$ cat config.mk
export PLATFORM = sky130hd
export DESIGN_NAME = draw_sprite_flat
export DESIGN_NICKNAME = d
export VERILOG_FILES = /design/src/rtl/vga_pkg.sv /design/src/rtl/vga_if.sv /design/src/rtl/vga_delay.sv /design/src/rtl/draw_sprite.sv /design/src/flat_wrapper.sv
export SDC_FILE = /design/constraint.sdc
export NUM_CORES = 1
export LEC_CHECK = 0
export BUFFER_PORTS_ARGS = -buffer_cell sky130_fd_sc_hd__buf_2
export CAP_MARGIN = 20
export CORE_MARGIN = 8
export CORE_UTILIZATION = 50
export CTS_CLUSTER_DIAMETER = 120
export DETAILED_ROUTE_END_ITERATION = 12
export GPL_ROUTABILITY_DRIVEN = 0
export GPL_TIMING_DRIVEN = 0
export HOLD_SLACK_MARGIN = 0.12
export PLACE_DENSITY_LB_ADDON = 0.15
export SYNTH_ARGS = -nofsm -noshare
export SYNTH_HDL_FRONTEND = slang
export SYNTH_SLANG_ARGS = --single-unit
$ cat constraint.sdc
create_clock -name clk -period 6.1 [get_ports clk]
set_input_delay 0.61 -clock clk [delete_from_list [all_inputs] [get_ports clk]]
set_output_delay 0.61 -clock clk [all_outputs]
set_load 0.005 [all_outputs]
$ cat src/rtl/vga_pkg.sv
`default_nettype none
// ============================================================================
//  Module      : vga_pkg
//  Description : Shared VGA timing constants and sprite defaults.
//  Revision    : 1.0  initial release
// ============================================================================
package vga_pkg;

    // 640x480 @ 60 Hz reference timing
    localparam int c_hor_total_time  = 800;
    localparam int c_hor_blank_start = 640;
    localparam int c_hor_sync_start  = 656;
    localparam int c_hor_sync_time   = 96;
    localparam int c_ver_total_time  = 525;
    localparam int c_ver_blank_start = 480;
    localparam int c_ver_sync_start  = 490;
    localparam int c_ver_sync_time   = 2;

    // Stream field widths
    localparam int c_cnt_w = 11;
    localparam int c_rgb_w = 12;

    // Sprite image defaults
    localparam int         c_sprite_w         = 48;
    localparam int         c_sprite_h         = 64;
    localparam logic [11:0] c_sprite_transp_key = 12'h000;

endpackage
`default_nettype wire

$ cat src/rtl/vga_if.sv
`default_nettype none
// ============================================================================
//  Module      : vga_if
//  Description : VGA timing + colour stream bundle.
//  Revision    : 1.0  initial release
// ============================================================================
interface vga_if;

    logic [10:0] vcount;
    logic        vsync;
    logic        vblnk;
    logic [10:0] hcount;
    logic        hsync;
    logic        hblnk;
    logic [11:0] rgb;

    modport in  (input  vcount, vsync, vblnk, hcount, hsync, hblnk, rgb);
    modport out (output vcount, vsync, vblnk, hcount, hsync, hblnk, rgb);

endinterface
`default_nettype wire

$ cat src/rtl/vga_delay.sv
`default_nettype none
// ============================================================================
//  Module      : vga_delay
//  Description : DEPTH-stage register delay for one VGA bundle plus one
//                sideband bit; every field sees identical latency.
//  Revision    : 1.0  initial release
// ============================================================================
module vga_delay #(
    parameter int DEPTH = 2
) (
    input  logic clk,
    input  logic rst,
    vga_if.in    in,
    vga_if.out   out,
    input  logic side_in,
    output logic side_out
);

    localparam int c_w = 2 * 11 + 4 + 12 + 1;

    logic [c_w-1:0] r_pipe [DEPTH];
    logic [c_w-1:0] w_head;

    assign w_head = {side_in, in.vcount, in.vsync, in.vblnk,
                     in.hcount, in.hsync, in.hblnk, in.rgb};

    // Shift the packed bundle one stage per clock
    always_ff @(posedge clk) begin
        if (rst) begin
            for (int i = 0; i < DEPTH; i++) r_pipe[i] <= '0;
        end else begin
            r_pipe[0] <= w_head;
            for (int i = 1; i < DEPTH; i++) r_pipe[i] <= r_pipe[i-1];
        end
    end

    assign {side_out, out.vcount, out.vsync, out.vblnk,
            out.hcount, out.hsync, out.hblnk, out.rgb} = r_pipe[DEPTH-1];

endmodule
`default_nettype wire

$ cat src/rtl/draw_sprite.sv
`default_nettype none
// ============================================================================
//  Module      : draw_sprite
//  Description : Composites a ROM-backed, optionally magnified sprite onto a
//                VGA stream. Position/enable are latched at frame start.
//  Revision    : 1.0  initial release
// ============================================================================
module draw_sprite
    import vga_pkg::*;
#(
    parameter int          IMG_W      = c_sprite_w,
    parameter int          IMG_H      = c_sprite_h,
    parameter int          ROM_LAT    = 1,
    parameter int          SCALE_LOG2 = 0,
    parameter int          TRANSP_EN  = 1,
    parameter logic [11:0] TRANSP_KEY = c_sprite_transp_key,
    localparam int         ADDR_W     = $clog2(IMG_W * IMG_H)
) (
    input  logic              clk,
    input  logic              rst,
    input  logic              en,
    input  logic [11:0]       xpos,
    input  logic [11:0]       ypos,
    input  logic [11:0]       rgb_pixel,
    output logic [ADDR_W-1:0] pixel_addr,
    vga_if.in                 in,
    vga_if.out                out
);

    localparam logic [12:0] c_sw = 13'(IMG_W << SCALE_LOG2);
    localparam logic [12:0] c_sh = 13'(IMG_H << SCALE_LOG2);

    logic [11:0]       r_xpos_l;
    logic [11:0]       r_ypos_l;
    logic              r_en_l;

    logic              w_frame_start;
    logic [11:0]       w_xpos;
    logic [11:0]       w_ypos;
    logic              w_en;
    logic [12:0]       w_h13, w_v13, w_x13, w_y13;
    logic [12:0]       w_dx, w_dy, w_col, w_row;
    logic              w_hit;
    logic [ADDR_W-1:0] w_addr;
    logic              w_hit_d;
    logic              w_key;

    vga_if dly ();

    // The capture pixel itself already uses the freshly presented values so
    // the whole frame, including pixel (0,0), is drawn from one position.
    assign w_frame_start = (in.vcount == 11'd0) && (in.hcount == 11'd0);
    assign w_xpos = w_frame_start ? xpos : r_xpos_l;
    assign w_ypos = w_frame_start ? ypos : r_ypos_l;
    assign w_en   = w_frame_start ? en   : r_en_l;

    // 13-bit arithmetic keeps xpos+SW from wrapping near the 4096 edge
    assign w_h13 = {2'b00, in.hcount};
    assign w_v13 = {2'b00, in.vcount};
    assign w_x13 = {1'b0, w_xpos};
    assign w_y13 = {1'b0, w_ypos};

    assign w_hit = w_en
                && (w_h13 >= w_x13) && (w_h13 < w_x13 + c_sw)
                && (w_v13 >= w_y13) && (w_v13 < w_y13 + c_sh);

    assign w_dx  = w_h13 - w_x13;
    assign w_dy  = w_v13 - w_y13;
    assign w_col = w_dx >> SCALE_LOG2;
    assign w_row = w_dy >> SCALE_LOG2;

    // Constant-coefficient multiply; row < IMG_H so the result fits ADDR_W
    assign w_addr = ADDR_W'(w_row) * ADDR_W'(IMG_W) + ADDR_W'(w_col);

    // Latch sprite position and enable once per frame
    always_ff @(posedge clk) begin
        if (rst) begin
            r_xpos_l <= '0;
            r_ypos_l <= '0;
            r_en_l   <= 1'b0;
        end else if (w_frame_start) begin
            r_xpos_l <= xpos;
            r_ypos_l <= ypos;
            r_en_l   <= en;
        end
    end

    // Register the ROM address (zero outside the sprite)
    always_ff @(posedge clk) begin
        if (rst) begin
            pixel_addr <= '0;
        end else begin
            pixel_addr <= w_hit ? w_addr : '0;
        end
    end

    vga_delay #(
        .DEPTH (ROM_LAT + 1)
    ) u_delay (
        .clk      (clk),
        .rst      (rst),
        .in       (in),
        .out      (dly),
        .side_in  (w_hit),
        .side_out (w_hit_d)
    );

    assign w_key = (TRANSP_EN != 0) && (rgb_pixel == TRANSP_KEY);

    // Output register: overlay the ROM colour where the sprite is opaque
    always_ff @(posedge clk) begin
        if (rst) begin
            out.vcount <= '0;
            out.vsync  <= 1'b0;
            out.vblnk  <= 1'b0;
            out.hcount <= '0;
            out.hsync  <= 1'b0;
            out.hblnk  <= 1'b0;
            out.rgb    <= '0;
        end else begin
            out.vcount <= dly.vcount;
            out.vsync  <= dly.vsync;
            out.vblnk  <= dly.vblnk;
            out.hcount <= dly.hcount;
            out.hsync  <= dly.hsync;
            out.hblnk  <= dly.hblnk;
            out.rgb    <= (w_hit_d && !w_key) ? rgb_pixel : dly.rgb;
        end
    end

endmodule
`default_nettype wire

$ cat src/flat_wrapper.sv
// flat-port wrapper written by rule: the top's interface ports become plain ports
module draw_sprite_flat import vga_pkg::*;
#(
    parameter int          IMG_W      = c_sprite_w,
    parameter int          IMG_H      = c_sprite_h,
    parameter int          ROM_LAT    = 1,
    parameter int          SCALE_LOG2 = 0,
    parameter int          TRANSP_EN  = 1,
    parameter logic [11:0] TRANSP_KEY = c_sprite_transp_key,
    localparam int         ADDR_W     = $clog2(IMG_W * IMG_H)
)
  (clk, rst, en, xpos, ypos, rgb_pixel, pixel_addr, in_vcount, in_vsync, in_vblnk, in_hcount, in_hsync, in_hblnk, in_rgb, out_vcount, out_vsync, out_vblnk, out_hcount, out_hsync, out_hblnk, out_rgb);
  vga_if in_i ();
  vga_if out_i ();
  input  logic clk;
  input  logic rst;
  input  logic en;
  input  logic [11:0] xpos;
  input  logic [11:0] ypos;
  input  logic [11:0] rgb_pixel;
  output logic [ADDR_W-1:0] pixel_addr;
  input wire logic [$bits(in_i.vcount)-1:0] in_vcount;
  input wire logic [$bits(in_i.vsync)-1:0] in_vsync;
  input wire logic [$bits(in_i.vblnk)-1:0] in_vblnk;
  input wire logic [$bits(in_i.hcount)-1:0] in_hcount;
  input wire logic [$bits(in_i.hsync)-1:0] in_hsync;
  input wire logic [$bits(in_i.hblnk)-1:0] in_hblnk;
  input wire logic [$bits(in_i.rgb)-1:0] in_rgb;
  output wire logic [$bits(out_i.vcount)-1:0] out_vcount;
  output wire logic [$bits(out_i.vsync)-1:0] out_vsync;
  output wire logic [$bits(out_i.vblnk)-1:0] out_vblnk;
  output wire logic [$bits(out_i.hcount)-1:0] out_hcount;
  output wire logic [$bits(out_i.hsync)-1:0] out_hsync;
  output wire logic [$bits(out_i.hblnk)-1:0] out_hblnk;
  output wire logic [$bits(out_i.rgb)-1:0] out_rgb;
  assign in_i.vcount = in_vcount;
  assign in_i.vsync = in_vsync;
  assign in_i.vblnk = in_vblnk;
  assign in_i.hcount = in_hcount;
  assign in_i.hsync = in_hsync;
  assign in_i.hblnk = in_hblnk;
  assign in_i.rgb = in_rgb;
  assign out_vcount = out_i.vcount;
  assign out_vsync = out_i.vsync;
  assign out_vblnk = out_i.vblnk;
  assign out_hcount = out_i.hcount;
  assign out_hsync = out_i.hsync;
  assign out_hblnk = out_i.hblnk;
  assign out_rgb = out_i.rgb;
  draw_sprite #(.IMG_W(IMG_W), .IMG_H(IMG_H), .ROM_LAT(ROM_LAT), .SCALE_LOG2(SCALE_LOG2), .TRANSP_EN(TRANSP_EN), .TRANSP_KEY(TRANSP_KEY)) u_core (.clk(clk), .rst(rst), .en(en), .xpos(xpos), .ypos(ypos), .rgb_pixel(rgb_pixel), .pixel_addr(pixel_addr), .in(in_i), .out(out_i));
endmodule
# Word level (Yosys, flattened, before mapping)
# Memory sizes are Yosys's and may differ from the RTL's.
# Index checks and enable logic that the tools add are counted.
# op_classes
add_sub_neg	5
n_mul	1
magnitude_cmp	4
n_mux	9
n_bitwise	3
n_reduce_logical	11
# ops
op	count
$mux W39	2
$mux W12	3
$lt A11 B13 Y1	2
$ge A11 B12 Y1	2
$sub A11 B12 Y12	2
$logic_not A11 Y1	2
$add A12 B6 Y13 const B	1
$add A12 B7 Y13 const B	1
$add A12 B12 Y12	1
$logic_not A12 Y1	1
$mul A12 B2 Y8 const B	1
$logic_and A1 B1 Y1	6
$mux W1	4
$or A1 B1 Y1	2
$reduce_or A2 Y1	1
$logic_not A1 Y1	1
$not A1 Y1	1
# totals
ff_bits	75
ram_bits	78
inputBits	77
out_inout_bits	50
elab_cells	45
n_memories	1
# mem_list
name	words	width	read_ports	rd_clocked_by_memory_dff	wr	line	rtl
u_core.u_delay.r_pipe	2	39	2	0	2	vga_delay.sv:21	logic [c_w-1:0] r_pipe [DEPTH];

# Depth between registers and ports, before layout
# depth
depth_word	10
mapped_depth	24
mapped_depth_nobuf	24

# Hierarchy
# A second synthesis with hierarchy kept.
# hier_totals
cells_unflattened	739
area_unflattened_um2	7255.7
# modules_own_cells
mod	instances	cells_each	area_per_inst_um2	seq_area_each_um2
draw_sprite	1	541	4895.9	1501.4
vga_delay	1	198	2359.8	1561.5

# Worst setup path after synthesis
# Ideal clock, no wire load.
# synth_timing
kind	input to register
from	in in_vcount[3]
to	reg u_core.pixel_addr[11]
setup_time_ns	0.064
t_arrival_ns	5.341
required_time_ns	6.036
slack_ns	0.694
cell_stages	21
n_path_buf	2
cell_sequence	nor4_2 -> and4_4 -> nand2_4 -> buf_2 -> buf_1 -> mux2i_1 -> ha_1 -> nand2_1 -> and4b_1 -> or4b_4 -> a21oi_2 -> xnor2_1 -> ha_1 -> xnor2_1 -> fa_1 -> ha_1 -> nand3_1 -> nand4b_1 -> xnor2_1 -> xnor3_1 -> nor2_1
# synth_via
elab_chain_len	10
elab_cells_between_ends	21
classes_between	add/sub: 5; mul: 1; order compare: 4; mux: 3; bitwise: 1; reduce/logical: 7
# synth_rtl
element	line	rtl
start, declared	flat_wrapper.sv:22	input wire logic [$bits(in_i.vcount)-1:0] in_vcount;
parallel branches: the longest is 10 deep, another holds $sub A11 B12 Y12	--	
end signal, assigned	draw_sprite.sv:93	pixel_addr <= w_hit ? w_addr : '0;
end, declared	draw_sprite.sv:25	output logic [ADDR_W-1:0] pixel_addr,
# Parallel ways; which one is timed is not known.
# A chain may end at the register's enable or synchronous reset.

# Worst setup path after layout
# layout_timing
from	in in_vcount[3]
to	reg u_core.pixel_addr[11]
# layout_via
elab_cells_between_ends	21
classes_between	add/sub: 5; mul: 1; order compare: 4; mux: 3; bitwise: 1; reduce/logical: 7
# layout_lines
element	line	rtl
$logic_not A11 Y1 *	draw_sprite.sv:52	assign w_frame_start = (in.vcount == 11'd0) && (in.hcount == 11'd0);
$logic_and A1 B1 Y1 *	draw_sprite.sv:52	
$mux W12 *	--	
net u_core.w_ypos[0]	draw_sprite.sv:39	logic [11:0] w_ypos;
parallel branches: the longest is 5 deep, another holds $sub A11 B12 Y12	--	
# Mark *: on every way through the listed nets, which the timed path passes.

==> metrics.txt <==
# TYPE chip_impl_metric gauge
chip_impl_metric{name="setup_slack",unit="ns"} 0.455
chip_impl_metric{name="worstSetupPathDepth",unit=""} 24
chip_impl_metric{name="routed_wirelength",unit="mm"} 15.4
chip_impl_metric{name="detailroute.via_count",unit=""} 4950
chip_impl_metric{name="p_per_area",unit="mW/mm2"} 310
chip_impl_info{name="criticalPathCategory",value="in2reg"} 1
chip_impl_metric{name="viasPerCell",unit=""} 4.96
chip_impl_metric{name="row_count",unit=""} 42
chip_impl_metric{name="clock_sinks",unit=""} 153
chip_impl_metric{name="grtUsageTotal",unit="%"} 18.8
chip_impl_metric{name="syn-num-nets",unit=""} 800
chip_impl_metric{name="fp.dieH",unit="um"} 131
chip_impl_info{name="end_kind",value="flop"} 1
chip_impl_metric{name="synth_enable_flop_cells",unit=""} 0
chip_impl_metric{name="grt-ovfl-total",unit=""} 0
chip_impl_metric{name="fin_worst_skew",unit="ns"} 0.00455
chip_impl_info{name="kind_of_cell_adding_the_most_delay_to_the_critical_path",value="adder cells"} 1
chip_impl_metric{name="finalHoldViolCount",unit=""} 0
chip_impl_metric{name="number_of_pins_with_negative_max_slew_slack_in_the_final_report",unit=""} 0
chip_impl_info{name="worst_path_max_delay_cell",value="sky130_fd_sc_hd__fa_1"} 1
chip_impl_metric{name="crit_buf_inv",unit=""} 2
chip_impl_metric{name="largest_net_degree_at_the_start_of_global_routing",unit=""} 17
chip_impl_metric{name="nNetsFinal",unit=""} 947
chip_impl_metric{name="drive_gt1_share",unit="%"} 22.2
chip_impl_info{name="synth-main-ff-cell",value="sky130_fd_sc_hd__dfxtp_1"} 1
chip_impl_metric{name="first_pass_grt_wire_length",unit="mm"} 24.5
chip_impl_metric{name="cts-buffers-inserted",unit=""} 17
chip_impl_metric{name="worst_slew_margin_rel",unit="%"} 55.0
chip_impl_info{name="post_synth_most_frequent_cells",value="153 x sky130_fd_sc_hd__dfxtp_1, 101 x sky130_fd_sc_hd__nor2b_1, 54 x sky130_fd_sc_hd__nor2_1"} 1
chip_impl_metric{name="worst_setup_hold_path_clk_slew",unit="ns"} 0.06
chip_impl_metric{name="antenna_violations_before_repair",unit=""} 1
chip_impl_metric{name="place_inst",unit=""} 962
chip_impl_metric{name="worst-r2r-cell-count",unit=""} 19
chip_impl_metric{name="routedWlPerCell",unit="um"} 15.4
chip_impl_metric{name="setup-violations-final",unit=""} 0
chip_impl_metric{name="cts_max_path_buffers",unit=""} 2
chip_impl_metric{name="yosys_register_bits",unit=""} 153
chip_impl_metric{name="fillCellCount",unit=""} 1120
chip_impl_info{name="grt_setup_unrepaired",value="false"} 1
chip_impl_metric{name="critical_path_arrival",unit="ns"} 6.01
chip_impl_info{name="yosysTopAreaCell",value="sky130_fd_sc_hd__dfxtp_1"} 1
chip_impl_metric{name="synth.distinct_cells",unit=""} 61
chip_impl_metric{name="tightest_slew",unit="ns"} 0.656
chip_impl_metric{name="detailedPlacementHpwl",unit="mm"} 12.3
chip_impl_metric{name="ports_placed_on_the_boundary",unit=""} 127
chip_impl_metric{name="floorplan.die.width",unit="um"} 131
chip_impl_metric{name="hold_ws",unit="ns"} 0.392
chip_impl_info{name="cpMostUsedCell",value="sky130_fd_sc_hd__ha_1"} 1
chip_impl_info{name="critical_path.cell_chain",value="buf_2, nor4_2, nand4_1, buf_4, nor2_4, mux2_2, ha_1, and4_1, a2111oi_1, a311oi_1, o21ai_0, xor2_1, ha_1, a21oi_1, o21bai_1, a21oi_1, xnor2_1, fa_1, ha_1, nand3_1, nand4b_1, xnor2_1, xnor3_1, nor2_1"} 1
chip_impl_metric{name="hold_depth",unit=""} 2
chip_impl_info{name="run_status",value="complete, no violations"} 1
chip_impl_info{name="cts_tree",value="yes"} 1
chip_impl_metric{name="drc_violation_total_after_the_first_tritonroute_iteration",unit=""} 266
chip_impl_info{name="synth.area.top_cells",value="sky130_fd_sc_hd__dfxtp_1 46%, sky130_fd_sc_hd__ha_1 9.6%, sky130_fd_sc_hd__nor2b_1 9.5%, sky130_fd_sc_hd__mux2i_1 3.9%, sky130_fd_sc_hd__fa_1 3.6%"} 1
chip_impl_metric{name="die_outline_area",unit="mm2"} 0.0172
chip_impl_info{name="min_from",value="in_rgb[8]"} 1
chip_impl_info{name="rr_startpoint",value="u_core.r_ypos_l[0]"} 1
chip_impl_metric{name="insertion_delay",unit="ns"} 0.43
chip_impl_metric{name="yosysWarningCount",unit=""} 0
chip_impl_metric{name="syn_area",unit="mm2"} 0.00662
chip_impl_info{name="worst_hold_path_type",value="in2reg"} 1
chip_impl_metric{name="cts_max_level",unit=""} 4
chip_impl_metric{name="stdcell_count",unit=""} 998
chip_impl_metric{name="share_of_the_synthesized_area_in_the_top_cell_type",unit="%"} 46.3
chip_impl_info{name="worst_r2r_endpoint",value="u_core.pixel_addr[11]"} 1
chip_impl_metric{name="crit_path_max_fanout",unit=""} 6
chip_impl_metric{name="detail-route-antenna-nets",unit=""} 0
chip_impl_metric{name="timing.max_cap.violations",unit=""} 0
chip_impl_metric{name="place.port_buffers",unit=""} 126
chip_impl_metric{name="asyncSetResetFlopFracSynth",unit="%"} 0
chip_impl_metric{name="layout_worst_path_cycle_share",unit="%"} 92.5
chip_impl_metric{name="drc_errors",unit=""} 0
chip_impl_metric{name="design_power_total",unit="mW"} 2.52
chip_impl_metric{name="critical-path-max-stage-delay",unit="ns"} 0.46
chip_impl_metric{name="vdd_drop_max",unit="V"} 0.000174
chip_impl_metric{name="clock.fmax",unit="GHz"} 0.177
chip_impl_metric{name="static-leakage-power",unit="nW"} 3.82
chip_impl_metric{name="detailedRoute.firstPassIterationCount",unit=""} 4
chip_impl_metric{name="start_util",unit="%"} 50.6
chip_impl_metric{name="period_needed",unit="ns"} 5.64
chip_impl_info{name="hold_critical_path_endpoint",value="u_core.u_delay.r_pipe[0][8]"} 1
chip_impl_info{name="cts_root_buf",value="sky130_fd_sc_hd__clkbuf_16"} 1
chip_impl_metric{name="setup.reg_to_reg.worst_slack",unit="ns"} 1.49
chip_impl_metric{name="core-area",unit="mm2"} 0.0131
chip_impl_metric{name="setup_ws_pre_cts",unit="ns"} -0.403
chip_impl_info{name="setup.worst_path.start_class",value="primary input"} 1
chip_impl_metric{name="syn-instance-count",unit=""} 660
chip_impl_metric{name="finalCoreUtilization",unit="%"} 62.2
chip_impl_metric{name="first_global_vias",unit=""} 5012
chip_impl_info{name="most_used_standard_cell_by_instance_count_after_synthesis",value="sky130_fd_sc_hd__dfxtp_1"} 1
chip_impl_metric{name="worst_ep_required_time",unit="ns"} 6.47
chip_impl_metric{name="synthesis_to_layout_area_growth",unit="%"} 23.0
chip_impl_metric{name="synth_seq_area_share",unit="%"} 46.3
chip_impl_metric{name="syn_area_per_cell",unit="um2"} 10.0
==> cells by family after synthesis <==
logic type	synth area share [%]
buffers and inverters	3.37
and+or+nand+nor	21.1
AOI/OAI and AO/OA	7.87
DFF	46.3
adders and majority gates	13.4
xor gates and xnor gates	3.65
muxes	4.27
==> layout make-up <==
class	count	area, um2	area share, %
multi-input combinational	449	3350	41.1
sequential	153	3060	37.6
timing repair buffer	129	653	8.03
clock buffer	19	443	5.44
tap	176	220	2.71
clock inverter	13	189	2.32
inverter	38	143	1.75
buffer	19	76.3	0.938
antenna	2	5.00	0.0615
==> report_power, final <==
group          internal, mW  switching [mW]
combinational         0.166           0.197
sequential             1.03         0.00578
clock                 0.699           0.423
==> placed cells by master, fill, tap and decap left out, types with 5 or more instances in the layout <==
cell	netlist	layout
sky130_fd_sc_hd__nand3_1	6	6
sky130_fd_sc_hd__nand2_1	33	33
sky130_fd_sc_hd__fa_1	12	12
sky130_fd_sc_hd__buf_2	1	127
sky130_fd_sc_hd__a21oi_1	34	34
sky130_fd_sc_hd__clkbuf_16	0	17
sky130_fd_sc_hd__inv_1	37	37
sky130_fd_sc_hd__dfxtp_1	153	153
sky130_fd_sc_hd__ha_1	51	51
sky130_fd_sc_hd__nand2b_1	6	6
sky130_fd_sc_hd__clkbuf_1	15	16
sky130_fd_sc_hd__mux2i_1	26	26
sky130_fd_sc_hd__xor2_1	9	9
sky130_fd_sc_hd__xnor2_1	16	16
sky130_fd_sc_hd__nor2b_1	101	101
sky130_fd_sc_hd__nor3_1	11	11
sky130_fd_sc_hd__a31oi_1	5	5
sky130_fd_sc_hd__o21a_1	5	5
sky130_fd_sc_hd__o21ai_0	13	13
sky130_fd_sc_hd__nor2_1	54	54
sky130_fd_sc_hd__and3_1	6	6
==> layer usage <==
metal | up-vias | GRT usage, % | share of wire (%)
met5 | - | 0 | 0
met4 | 0 | 9.12 | 2.0
met3 | 27 | 4.71 | 7.1
met2 | 143 | 30.4 | 48
met1 | 2275 | 22.9 | 43
li1 | 2505 | - | -
==> worst max-delay path by stage <==
stage	startpoint	endpoint	slack [ns]
2_1_floorplan	in_vcount[3]	u_core.pixel_addr[11]	0.69
3_3_place_gp	in_vcount[10]	u_core.pixel_addr[11]	-0.29
3_5_place_dp	in_vcount[10]	u_core.pixel_addr[11]	-0.40
4_1_cts	in_vcount[10]	u_core.pixel_addr[11]	0.03
5_1_grt	in_vcount[3]	u_core.pixel_addr[11]	0.06
6_report	in_vcount[3]	u_core.pixel_addr[11]	0.46
==> sequential cells by signal, indices dropped and copies added (netlist names) <==
name / flops
u_core.r_en_l: 1
u_core.out.hsync: 1
u_core.out.vsync: 1
u_core.r_xpos_l: 12
u_core.out.hblnk: 1
u_core.out.rgb: 12
u_core.r_ypos_l: 12
u_core.out.vcount: 11
u_core.u_delay.r_pipe: 78
u_core.out.vblnk: 1
u_core.pixel_addr: 12
u_core.out.hcount: 11
==> per-stage QoR <==
stage / TNS (ns) / instance area (um2)
after floorplan: 0 / 6620
final: 0 / 8140
after global routing: 0 / 8140
after global placement: -0.317 / 7470
after CTS: 0 / 8100
after detailed placement: -0.578 / 7470
==> what timing repair did <==
item	4_1_cts	5_1_grt
endpoints found under the setup margin	0	2
hold endpoints to repair	0	0
gates resized for setup	0	3
setup buffers	0	3
hold buffers	0	0
Power figures use the tool's default switching activity.
